==> src/rtl/pixel_channel_fifo_if.sv <==
// Channel bus between the rasterizer write port, the FIFO and contention_tree.
// slave = FIFO side; master = the agents driving writes and requests.
interface pixel_channel_fifo_if #(
    parameter int PIXEL_WIDTH = 8,
    parameter int LENGTH      = 8
);
    logic                   wr_en;
    logic [PIXEL_WIDTH-1:0] pix_in;
    logic                   full;
    logic                   almost_full;
    logic                   overflow;
    logic [LENGTH-1:0]      fill;
    logic                   req;
    logic                   ack;
    logic [PIXEL_WIDTH-1:0] pix_out;

    modport slave (
        input  wr_en, pix_in, req,
        output full, almost_full, overflow, fill, ack, pix_out
    );

    modport master (
        output wr_en, pix_in, req,
        input  full, almost_full, overflow, fill, ack, pix_out
    );
endinterface

==> src/rtl/pixel_channel_fifo.sv <==
// Per-channel pixel FIFO: strobe writes in, one pixel out per four-phase req/ack
// handshake, occupancy exported so contention_tree can favour the fullest channel.
module pixel_channel_fifo #(
    parameter int PIXEL_WIDTH = 8,
    parameter int LENGTH      = 8,
    parameter int DEPTH       = 16,
    parameter int AF_THRESH   = 12
) (
    input  logic                clk,
    input  logic                rst,
    pixel_channel_fifo_if.slave bus
);
    localparam int PTR_W = (DEPTH > 1) ? $clog2(DEPTH) : 1;

    typedef enum logic {IDLE, ACK} state_e;
    typedef logic [PTR_W-1:0] ptr_t;

    logic [PIXEL_WIDTH-1:0] mem_q [DEPTH];
    ptr_t                   wr_ptr_q, wr_ptr_d;
    ptr_t                   rd_ptr_q, rd_ptr_d;
    logic [LENGTH-1:0]      count_q, count_d;
    state_e                 state_q, state_d;
    logic [PIXEL_WIDTH-1:0] pix_out_q, pix_out_d;
    logic                   overflow_q, overflow_d;
    logic                   push, pop, is_full, is_empty;

    // DEPTH need not be a power of two, so wrap explicitly.
    function automatic ptr_t ptr_inc(ptr_t p);
        return (p == ptr_t'(DEPTH - 1)) ? '0 : p + ptr_t'(1);
    endfunction

    always_comb begin
        is_full    = (count_q == LENGTH'(DEPTH));
        is_empty   = (count_q == '0);
        push       = bus.wr_en && !is_full;
        pop        = (state_q == IDLE) && bus.req && !is_empty;

        wr_ptr_d   = wr_ptr_q;
        rd_ptr_d   = rd_ptr_q;
        state_d    = state_q;
        pix_out_d  = pix_out_q;
        overflow_d = overflow_q;

        if (push) wr_ptr_d = ptr_inc(wr_ptr_q);
        // A pop in the same cycle never frees room for a write seen as full.
        if (bus.wr_en && is_full) overflow_d = 1'b1;

        unique case (state_q)
            IDLE: begin
                if (pop) begin
                    pix_out_d = mem_q[rd_ptr_q];
                    rd_ptr_d  = ptr_inc(rd_ptr_q);
                    state_d   = ACK;
                end
            end
            ACK: begin
                if (!bus.req) state_d = IDLE;
            end
            default: state_d = IDLE;
        endcase

        count_d = count_q + LENGTH'(push) - LENGTH'(pop);
    end

    always_ff @(posedge clk) begin
        if (rst) begin
            wr_ptr_q   <= '0;
            rd_ptr_q   <= '0;
            count_q    <= '0;
            state_q    <= IDLE;
            pix_out_q  <= '0;
            overflow_q <= 1'b0;
        end else begin
            wr_ptr_q   <= wr_ptr_d;
            rd_ptr_q   <= rd_ptr_d;
            count_q    <= count_d;
            state_q    <= state_d;
            pix_out_q  <= pix_out_d;
            overflow_q <= overflow_d;
        end
    end

    // Storage is not reset; stale entries are unreachable once the pointers clear.
    always_ff @(posedge clk) begin
        if (push) mem_q[wr_ptr_q] <= bus.pix_in;
    end

    assign bus.full        = is_full;
    assign bus.almost_full = (count_q >= LENGTH'(AF_THRESH));
    assign bus.overflow    = overflow_q;
    assign bus.fill        = count_q;
    assign bus.ack         = (state_q == ACK);
    assign bus.pix_out     = pix_out_q;
endmodule

==> src/flat_wrapper.sv <==
// flat-port wrapper written by rule: the top's interface ports become plain ports
module pixel_channel_fifo_flat 
#(
    parameter int PIXEL_WIDTH = 8,
    parameter int LENGTH      = 8,
    parameter int DEPTH       = 16,
    parameter int AF_THRESH   = 12
)
  (clk, rst, bus_wr_en, bus_pix_in, bus_req, bus_full, bus_almost_full, bus_overflow, bus_fill, bus_ack, bus_pix_out);
  pixel_channel_fifo_if #(.PIXEL_WIDTH(PIXEL_WIDTH), .LENGTH(LENGTH)) bus_i ();
  input  logic clk;
  input  logic rst;
  input wire logic [$bits(bus_i.wr_en)-1:0] bus_wr_en;
  input wire logic [$bits(bus_i.pix_in)-1:0] bus_pix_in;
  input wire logic [$bits(bus_i.req)-1:0] bus_req;
  output wire logic [$bits(bus_i.full)-1:0] bus_full;
  output wire logic [$bits(bus_i.almost_full)-1:0] bus_almost_full;
  output wire logic [$bits(bus_i.overflow)-1:0] bus_overflow;
  output wire logic [$bits(bus_i.fill)-1:0] bus_fill;
  output wire logic [$bits(bus_i.ack)-1:0] bus_ack;
  output wire logic [$bits(bus_i.pix_out)-1:0] bus_pix_out;
  assign bus_i.wr_en = bus_wr_en;
  assign bus_i.pix_in = bus_pix_in;
  assign bus_i.req = bus_req;
  assign bus_full = bus_i.full;
  assign bus_almost_full = bus_i.almost_full;
  assign bus_overflow = bus_i.overflow;
  assign bus_fill = bus_i.fill;
  assign bus_ack = bus_i.ack;
  assign bus_pix_out = bus_i.pix_out;
  pixel_channel_fifo #(.PIXEL_WIDTH(PIXEL_WIDTH), .LENGTH(LENGTH), .DEPTH(DEPTH), .AF_THRESH(AF_THRESH)) u_core (.clk(clk), .rst(rst), .bus(bus_i));
endmodule
==> config.mk <==
export PLATFORM = sky130hd
export DESIGN_NAME = pixel_channel_fifo_flat
export DESIGN_NICKNAME = d
export VERILOG_FILES = /design/src/rtl/pixel_channel_fifo_if.sv /design/src/rtl/pixel_channel_fifo.sv /design/src/flat_wrapper.sv
export SDC_FILE = /design/constraint.sdc
export NUM_CORES = 1
export LEC_CHECK = 0
export CAP_MARGIN = 20
export CORE_MARGIN = 5
export CORE_UTILIZATION = 54
export DETAILED_ROUTE_END_ITERATION = 12
export PLACE_DENSITY = 0.73
export SYNTH_ARGS = -nofsm -noshare
export SYNTH_HDL_FRONTEND = slang
export SYNTH_SLANG_ARGS = --single-unit
==> constraint.sdc <==
create_clock -name clk -period 5.85 [get_ports clk]
set_input_delay 0.585 -clock clk [delete_from_list [all_inputs] [get_ports clk]]
set_output_delay 0.585 -clock clk [all_outputs]
set_load 0.01 [all_outputs]
* Word-level counts from Yosys, hierarchy flattened *
Memory sizes are Yosys's and may differ from the RTL's. A register that Yosys moved wholly into a read port is not among the register bits.
Cells that the tools add are included.

word-level totals
  input bits = 12
  memories kept = 1
  flip-flop bits (word level) = 18
  memory bits (writable) = 128

memories
  name          depth  bits a word  rd ports  clocked after Yosys merged registers in  write ports  line                      RTL
  u_core.mem_q  16     8            1         1                                        1            pixel_channel_fifo.sv:18  logic [PIXEL_WIDTH-1:0] mem_q [DEPTH];

cells by class
  bitwise gates (word level) = 1
  reduce and logical (&&, ||, !) cells = 8
  eq/ne operators = 3
  add/sub/neg operators = 4
  multiplexer cells = 7
  order comparisons = 1

operators with widths
  cell                                                  number
  adder 4 x 1 -> 4 bit (second input constant)          2
  adder 8 x 1 -> 8 bit                                  1
  == test 4 bit (second input constant)                 2
  == test 8 x 5 -> 1 bit (second input constant)        1
  >= comparator 8 x 4 -> 1 bit (second input constant)  1
  logical NOT 8 bit                                     1
  2-to-1 mux 4 bit                                      2
  subtractor 8 x 1 -> 8 bit                             1
  logical AND 1 bit                                     4
  2-to-1 mux 1 bit                                      4
  logical NOT 1 bit                                     2
  case mux 1 bit (2 select lines)                       1
  AND reduction 2 bit                                   1
  NOT 1 bit                                             1

* Longest topological paths before layout *
Gate-level depths: netlist (run 1).

  depth after elaboration = 5
  mapped depth = 14

* Worst setup path before layout (run 1) *
No wires, ideal clock.

  path type = register -> register
  start = register u_core.count_q[2], in the netlist u_core.bus.fill[2]
  end = register u_core.count_q[4], in the netlist u_core.bus.fill[4]
  arrival time = 2.867 ns
  clock period less this slack = 2.995 ns
  slack = 2.855 ns
  required time = 5.722 ns
  cell stages (with the launch flop) = 15
  path through = dfxtp_1 -> inv_1 -> ha_1 -> or3b_1 -> buf_2 -> o211a_4 -> buf_6 -> ha_1 -> inv_1 -> ha_1 -> fa_1 -> a21o_1 -> a21oi_1 -> xnor2_1 -> nor2_1

on the way
  cells in the longest elaborated chain, start to end = 5
  elaborated cells between the ends (all ways) = 8
  those cells by class = 2 x add/sub; 1 x eq/ne; 5 x reduce/logical

ends and longest elaborated chain
  element                        line                      RTL
  from (decl)                    pixel_channel_fifo.sv:21  logic [LENGTH-1:0] count_q, count_d;
  from (signal assigned)         pixel_channel_fifo.sv:76  count_q <= count_d;
  == test 8 x 5 -> 1 bit         pixel_channel_fifo.sv:33  is_full = (count_q == LENGTH'(DEPTH));
  logical NOT 1 bit              pixel_channel_fifo.sv:35  push = bus.wr_en && !is_full;
  logical AND 1 bit              pixel_channel_fifo.sv:35
  adder 8 x 1 -> 8 bit           pixel_channel_fifo.sv:62  count_d = count_q + LENGTH'(push) - LENGTH'(pop);
  subtractor 8 x 1 -> 8 bit (*)  pixel_channel_fifo.sv:62

Mark *: on every way between the ends. The rest lies on a longest branch, timed or not.
A chain may end at the register's enable or synchronous reset.

* Worst setup path in the final report (run 1) *
  start = register u_core.count_q[2], in the netlist u_core.bus.fill[2]
  end = register u_core.count_q[6], in the netlist u_core.bus.fill[6]

The elaborated chain is that of the path after synthesis.

==> run summary, run 1 <==
The number of max-cap violations came out at 0. The share of power burned in the clock network came out at about two fifths. Relative to the synthesized area, the layout overhead comes to 17.2%.

The number of post-CTS setup repair buffers came out at 0. Net switching is between 20% and 30% of the power. The total global routing track utilization came out at 19.1%. For this design the static power due to leakage is 2.46 nW. After global routing the overflow that remains totals 0. The final-report max-slew violation count is 0.

At the end of routability-driven placement, the weighted congestion stood at a little under 0.8. The overall via count from detail_route came out at 3504. The path class of the lowest-slack min-delay path is register to register. The total number of H-tree levels is 4. The number of clock sinks seen by CTS came out at 154.

The number of antenna violations at the first check in global routing is 0. The slew at the pin with the worst max-slew slack came out at 0.825 ns. The routed length per instance is 22.3 µm. In the final design database the tool counted about 450 nets. The average via count per standard cell came out at 6.05. The tree is rooted in a sky130_fd_sc_hd__clkbuf_16. The power density of the placed cells came out at 424 mW/mm².

The die area came out at 0.0140 mm². The total of flip-flops plus latches after synthesis is approximately 150. The post-route fraction of the period consumed by the critical path came out at 54.3%. Summing all flip-flop and latch instances after layout gives approximately 0.0044 mm².

The worst IR drop on VDD is 0.000340 V. In this run the worst path has a maximum fanout of 21. In this design, the critical path's most frequently occurring cell is sky130_fd_sc_hd__ha_1.

The post-CTS clock slew at the launch and capture registers of the worst setup and hold paths is 0.06 ns. The number of detailed-route iterations in the first pass came out at 5. The detailed placer's ending HPWL is between 7000 and 8000 µm. 0 antenna diodes ended up in the layout. The number of CTS-inserted buffers came out at 17. The post-detailed-route DRC marker count is 0.

The cell with the largest stage delay on the worst path is sky130_fd_sc_hd__or3b_1. Sequential cells burn approximately two fifths of the power. The design internal power came out at 2.36 mW. The worst setup path is of the register to register kind.

The time the worst path needs with I/O delays and setup came out at 3.17 ns. The mean post-synth cell area is 16.4 µm². The netlist area before placement is around 0.0063 mm². The final core utilization came out at between 60% and 70%. The analysis attributes to net switching a power of ~0.79 mW. The net count after synthesis came out at 417. The synthesized netlist contains 48 unique library cells.

The core region is between 0.01 and 0.015 mm². The largest net degree at the start of global routing came out at 32. Setup repair after global routing left no endpoint under its margin. 32 I/O pins were placed.

The floorplan die width is about 120 µm. The critical path goes through inv_1 > ha_1 > or3b_1 > o211a_4 > ha_1 > inv_1 > ha_1 > fa_1 > a21o_1 > a21oi_1 > o2111ai_1 > o311ai_0. The most instantiated flip-flop cell in the synthesis netlist is sky130_fd_sc_hd__edfxtp_1.

The floorplan die height came out at 118 µm. The number of rows created at floorplan came out at 39. The final number of hold-violating endpoints came out at 0. In this run, synthesis inferred 128 flip-flops with an integrated enable. The iteration-0 DRC count of the detailed router came out at 319. The setup slack after layout is 2.68 ns. In this design, the stage delay of the slowest critical-path cell is 0.46 ns. The maximum clock path buffer count is 2. The endpoint class of the critical path is a register. STA classifies the critical path startpoint as a register. The run finished with clean final reports.

The fraction of final layout cells sized beyond drive strength 1 came out at 15.4%. The highest attainable clock frequency came out at 315 MHz. The insertion delay of the later-clocked pin in the worst-skew pair came out at 0.42 ns. The required time of the critical path came out at between 6 and 7 ns. For the final routed database, the setup TNS stands at 0 ns. The power share of the combinational group came out at 20.4%. In this run the tool buffered the top-level ports with 31 buffer cells.

The initial core utilization is 55.2%. The first-pass GRT wire length is 20000 µm. The number of instances in the synthesized netlist came out at 387. The clock tree from TritonCTS is done. Final hold analysis gives a worst-case slack of ~0.48 ns. The critical path arrival is 3.47 ns. The count of fill cells added during filler insertion came out at 790. The area taken by multi-input logic gates is approximately 0.0018 mm². The via count of the first global-routing pass is roughly 3500. The worst setup timing slack at the placement stage came out at 2.67 ns. The share of synthesized area occupied by flip-flops and latches came out at 68.9%. The final setup violation count came out at 0.

In this run, post-CTS hold repair placed 0 buffers. The total wire length after detailed routing came out at 12900 µm. The worst relative slew slack is 44.8%.

The worst clock skew came out at 0.00709 ns. Total power for the finished layout comes to 3.15 mW. For this run, the number of Yosys warnings is 0. The residual antenna-violating net count after detailed routing came out at 0. The async set or reset register ratio after synthesis is 0%.

Once the clock tree was built, the resizer swapped 0 gates to a different size.
critical path, delay by kind of cell (launching register included):
family / cells / cell delay (ns)
AO/OA/AOI/OAI: 5 / 1.06
adder cells (fa/ha/maj): 4 / 1.06
buffers and inverters: 2 / 0.13
flip-flops: 1 / 0.34
AND/OR/NAND/NOR: 1 / 0.46
layer usage:
layer | share of wire, % | track usage [%] | vias up
li1 | - | - | 1591
met1 | 43 | 26.2 | 1770
met2 | 49 | 29.6 | 120
met3 | 5.4 | 4.54 | 23
met4 | 2.2 | 8.03 | 0
met5 | 0 | 0 | -
power groups by stage:
stage               clock, mW  sequential [mW]  combinational [mW]
detailed placement          0             1.34               0.620
global route             1.27             1.31               0.705
floorplan                   0             1.32               0.438
finish                   1.21             1.30               0.642
global placement            0             1.33               0.604
CTS                      1.22             1.31               0.626
path summary, 6_finish.rpt:
path	cells after the start	end	from	slack [ns]
worst max-delay path	12	u_core.bus.fill[6]	u_core.bus.fill[2]	2.68
worst min-delay path	2	u_core.bus.overflow	u_core.bus.overflow	0.48
worst max register to register	12	u_core.bus.fill[6]	u_core.bus.fill[2]	2.68
worst min register to register	2	u_core.bus.overflow	u_core.bus.overflow	0.48
logic make-up (layout without fill, tap and decap cells):
group           after synthesis  count (layout)  synth area share, %
compound gates               67              67                 7.37
xor+xnor                      5               5                0.691
fa+ha+maj                    18              18                 3.67
buf+inv                      40              89                 3.02
flops                       154             154                 68.9
mux                          45              45                 11.9
simple gates                 58              58                 4.48
stage by stage:
step / std cells / cell area, µm²
after floorplan: 387 / 6330
after global placement: 546 / 6750
after detailed placement: 546 / 6750
after CTS: 578 / 7400
after global routing: 579 / 7420
final: 579 / 7420
sequential cells by signal, summed over array words and instances, names as in the netlist:
| signal | cells |
|---|---|
| u_core.wr_ptr_q | 4 |
| u_core.bus.overflow | 1 |
| u_core.bus.pix_out | 8 |
| u_core.bus.fill | 8 |
| u_core.bus.ack | 1 |
| u_core.rd_ptr_q | 4 |
| u_core.mem_q | 128 |
cell type report:
cell class | instances | area share (%)
clock buffer | 17 | 5.73
multi-input combinational | 193 | 24.0
inverter | 19 | 0.961
timing repair buffer | 38 | 5.06
tap | 143 | 2.41
clock inverter | 15 | 3.08
sequential | 154 | 58.8
cell usage after synthesis, drive strengths merged (7+ instances only):
master | count | area [µm²]
mux2i | 20 | 200
a22oi | 8 | 60.1
o21ai | 9 | 45.0
ha | 17 | 213
clkbuf | 7 | 26.3
mux4 | 24 | 541
a31oi | 19 | 119
edfxtp | 128 | 3840
dfxtp | 26 | 521
buf | 14 | 93.8
inv | 19 | 71.3
o22ai | 8 | 50.1
nor2 | 27 | 101
layout by cell type (no fill, tap or decap), types with 3 or more instances in the layout:
cell | netlist | layout
sky130_fd_sc_hd__nor3_1 | 5 | 5
sky130_fd_sc_hd__clkbuf_16 | 0 | 17
sky130_fd_sc_hd__ha_1 | 17 | 17
sky130_fd_sc_hd__inv_1 | 19 | 19
sky130_fd_sc_hd__mux2i_1 | 20 | 20
sky130_fd_sc_hd__nor2_1 | 27 | 27
sky130_fd_sc_hd__o21ai_0 | 9 | 9
sky130_fd_sc_hd__a21oi_1 | 5 | 5
sky130_fd_sc_hd__bufinv_16 | 0 | 6
sky130_fd_sc_hd__nand2b_1 | 5 | 5
sky130_fd_sc_hd__clkdlybuf4s50_1 | 0 | 31
sky130_fd_sc_hd__buf_4 | 1 | 6
sky130_fd_sc_hd__a22oi_1 | 8 | 8
sky130_fd_sc_hd__nor2b_1 | 4 | 4
sky130_fd_sc_hd__nand2_1 | 6 | 6
sky130_fd_sc_hd__edfxtp_1 | 128 | 128
sky130_fd_sc_hd__clkinv_1 | 0 | 3
sky130_fd_sc_hd__a31oi_1 | 19 | 19
sky130_fd_sc_hd__dfxtp_1 | 26 | 25
sky130_fd_sc_hd__xnor2_1 | 3 | 3
sky130_fd_sc_hd__o22ai_1 | 8 | 8
sky130_fd_sc_hd__clkinv_2 | 0 | 4
sky130_fd_sc_hd__mux4_2 | 24 | 24
(Power assumes the default switching activity.)
==> run 2, diff against run 1 <==
--- a/config.mk
+++ b/config.mk
@@ -9,7 +9,7 @@
 export CORE_MARGIN = 5
 export CORE_UTILIZATION = 54
 export DETAILED_ROUTE_END_ITERATION = 12
-export PLACE_DENSITY = 0.73
+export PLACE_DENSITY = 0.76
 export SYNTH_ARGS = -nofsm -noshare
 export SYNTH_HDL_FRONTEND = slang
 export SYNTH_SLANG_ARGS = --single-unit
==> constraint.sdc (replaced) <==
create_clock -name clk -period 2.86 [get_ports clk]
set_input_delay 0.286 -clock clk [delete_from_list [all_inputs] [get_ports clk]]
set_output_delay 0.286 -clock clk [all_outputs]
set_load 0.01 [all_outputs]
==> run summary, run 2 (synthesis gave the netlist of run 1 again) <==
The number of detailed-route iterations in the first pass is 5 (unchanged). The detailed placer's ending HPWL is 8200 µm (+3.9%). The highest attainable clock frequency is 360 MHz (+14%).

The largest net degree at the start of global routing was 32 (unchanged). The worst setup timing slack at the placement stage is 0.0487 ns (-2.63 ns). The met3 global-route usage was 6.16% (+1.6 points). The count of inserted antenna diode cells is 0 (unchanged). The average via count per standard cell came out at 6.10 (+0.78%). The residual antenna-violating net count after detailed routing is 0 (unchanged).

The endpoint class of the critical path is a register. The first-pass GRT wire length came out at 21100 µm (+5.5%). The total global routing track utilization is 20.2% (+1.1 points). The worst clock skew was 0.0186 ns (+0.0116 ns).

The clock tree from TritonCTS is done. The post-detailed-route DRC marker count is 0 (unchanged). The total number of H-tree levels is 4 (unchanged). The via count of the first global-routing pass came out at 3740 (+7.9%). The number of primary I/O pins came to 32 (unchanged). The overall via count from detail_route is 3641 (+3.9%). The met2 usage is 32.2% (+2.6 points). The final estimated routing congestion in global placement came to 0.796 (+3.1%). The routed length per instance came out at 22.5 µm (+0.73%). The iteration-0 DRC count of the detailed router is 388 (+22%). The final setup violation count came out at 0 (unchanged). The required time of the critical path is 3.20 ns (-2.95 ns). The synthesis-to-finish area growth came out at 20.3%.

The library cells used most frequently in the layout, excluding fill and tap cells, are sky130_fd_sc_hd__edfxtp_1, sky130_fd_sc_hd__clkdlybuf4s50_1, sky130_fd_sc_hd__nor2_1, sky130_fd_sc_hd__mux4_2, sky130_fd_sc_hd__buf_4. The power density of the placed cells was 876 mW/mm² (+110%). The total wire length after detailed routing is 13400 µm (+3.9%). The area of the core is 0.0115 mm² (unchanged).

The residual overflow from global routing is 0 (unchanged). The final-report max-slew violation count came out at 0 (unchanged). The floorplan die width is 118 µm (unchanged). The number of CTS-inserted buffers came out at 17 (unchanged).

The run finished with clean final reports. The number of clock sinks seen by CTS is 154 (unchanged). The worst IR drop on VDD came out at 0.000718 V (+110%). The leakage power total came out at 2.55 nW (+3.6%). The maximum clock path buffer count is 2 (unchanged). The critical path arrival was 3.12 ns (-0.35 ns). STA classifies the critical path startpoint as a register. The largest fanout on the critical path is 4 (-81%). The number of I/O port buffers is 31 (unchanged). The root buffer cell chosen for the clock tree is sky130_fd_sc_hd__clkbuf_16. The path class of the lowest-slack min-delay path is register to register.

The number of hold-repair buffers added at the cts stage came out at 0 (unchanged). The setup slack after layout is 0.0784 ns (-2.60 ns). The final total power was 6.68 mW (+110%). The fraction of final layout cells sized beyond drive strength 1 was 21.1% (+5.8 points). The floorplan die height came to 118 µm (unchanged). The post-route fraction of the period consumed by the critical path is 97.3% (+43 points). The library cell used most frequently in the layout, excluding fill and tap cells, is sky130_fd_sc_hd__edfxtp_1. The time the worst path needs with I/O delays and setup is 2.78 ns (-0.393 ns). The number of antenna violations at the first check in global routing came out at 0 (unchanged).

The met1 demand-to-capacity share in global routing is 26.0% (-0.17 points). The count of fill cells added during filler insertion is 755 (-4.4%). The post-CTS clock slew at the launch and capture registers of the worst setup and hold paths was 0.06 ns (about the same). The final number of hold-violating endpoints came to 0 (unchanged). The layer flagged by global routing as most heavily used is met2. The number of max-cap violations is 0 (unchanged). u_core.mem_q holds more flip-flops than any other register.

The die area came out at 0.0140 mm² (unchanged). The flip-flop count of the largest register, all copies and words added is 128 (unchanged). The worst relative slew slack is 46.6% (+1.8 points). The critical path start-end classification is register to register. The slew at the pin with the worst max-slew slack came out at 0.798 ns (-0.0271 ns).

The final core utilization came out at 66.5% (+1.7 points). The layout net count came to 471 (+4.0%). The insertion delay of the later-clocked pin in the worst-skew pair came to 0.44 ns (+0.02 ns). The number of rows created at floorplan is 39 (unchanged). The initial core utilization came out at 55.2% (unchanged).
-- run 2: changes by cell type in the layout (fill, tap and decap cells not counted), moves of 2 or more --
| cell | before | now |
|---|---|---|
| sky130_fd_sc_hd__buf_4 | 6 | 24 |
| sky130_fd_sc_hd__clkinv_2 | 4 | 1 |
| sky130_fd_sc_hd__clkinvlp_4 | 0 | 3 |
| sky130_fd_sc_hd__clkbuf_1 | 0 | 2 |
| sky130_fd_sc_hd__clkinv_1 | 3 | 1 |
| sky130_fd_sc_hd__dfxtp_1 | 25 | 23 |
| sky130_fd_sc_hd__ha_1 | 17 | 15 |
| sky130_fd_sc_hd__inv_1 | 19 | 17 |
| sky130_fd_sc_hd__inv_2 | 0 | 2 |
-- run 2: per-stage QoR --
stage | setup TNS, ns | std cells | cell area [µm²] | hold WS (ns)
after global routing | -0.0276 | 597 | 7620 | 0.500
after detailed placement | 0 | 561 | 6880 | 0.488
after floorplan | 0 | 387 | 6340 | 0.385
after global placement | 0 | 561 | 6880 | 0.454
final | 0 | 597 | 7620 | 0.494
after CTS | 0 | 593 | 7550 | 0.490
-- run 2: what timing repair did --
item	4_1_cts	5_1_grt
endpoints found under the setup margin	0	3
buffers inserted	0	4
endpoints found under the hold margin	0	0
gates resized for setup	0	11
-- run 2: report_power, final --
group          total, mW  switching (mW)  leakage, nW  internal (mW)
Clock               2.51           0.861        0.314           1.65
Sequential          2.65          0.0876         1.37           2.56
Combinational       1.51           0.765        0.864          0.749
Total               6.68            1.71         2.55           4.96
-- run 2: critical path, stage by stage, from the launching register on --
cell and delay, ns:
sky130_fd_sc_hd__dfxtp_2 0.34, sky130_fd_sc_hd__inv_2 0.08, sky130_fd_sc_hd__ha_4 0.13, sky130_fd_sc_hd__or3b_4 0.38, sky130_fd_sc_hd__o211a_4 0.24, sky130_fd_sc_hd__ha_1 0.26
sky130_fd_sc_hd__inv_1 0.04, sky130_fd_sc_hd__ha_2 0.19, sky130_fd_sc_hd__fa_2 0.36, sky130_fd_sc_hd__a21o_1 0.19, sky130_fd_sc_hd__a21oi_4 0.20, sky130_fd_sc_hd__o2111ai_2 0.17
sky130_fd_sc_hd__o311ai_2 0.12
-- run 2: final timing paths --
path	start	to	slack, ns	cells past startpoint
worst max register to register	u_core.bus.fill[3]	u_core.bus.fill[6]	0.08	12
worst max-delay path	u_core.bus.fill[3]	u_core.bus.fill[6]	0.08	12
worst min-delay path	u_core.bus.overflow	u_core.bus.overflow	0.49	2
worst min register to register	u_core.bus.overflow	u_core.bus.overflow	0.49	2
-- run 2: layout make-up --
cell class	instances	area [µm²]	share of cell area, %
sequential	154	4370	57.3
multi-input combinational	193	1820	23.9
timing repair buffer	56	510	6.70
clock buffer	20	447	5.86
clock inverter	12	220	2.89
tap	143	179	2.35
inverter	19	71.3	0.936
-- run 2: routing by layer --
layer	wire length, µm	part of all wire, %
met5	0	0
met4	320	2.4
met3	897	6.7
met2	6660	50
met1	5530	41
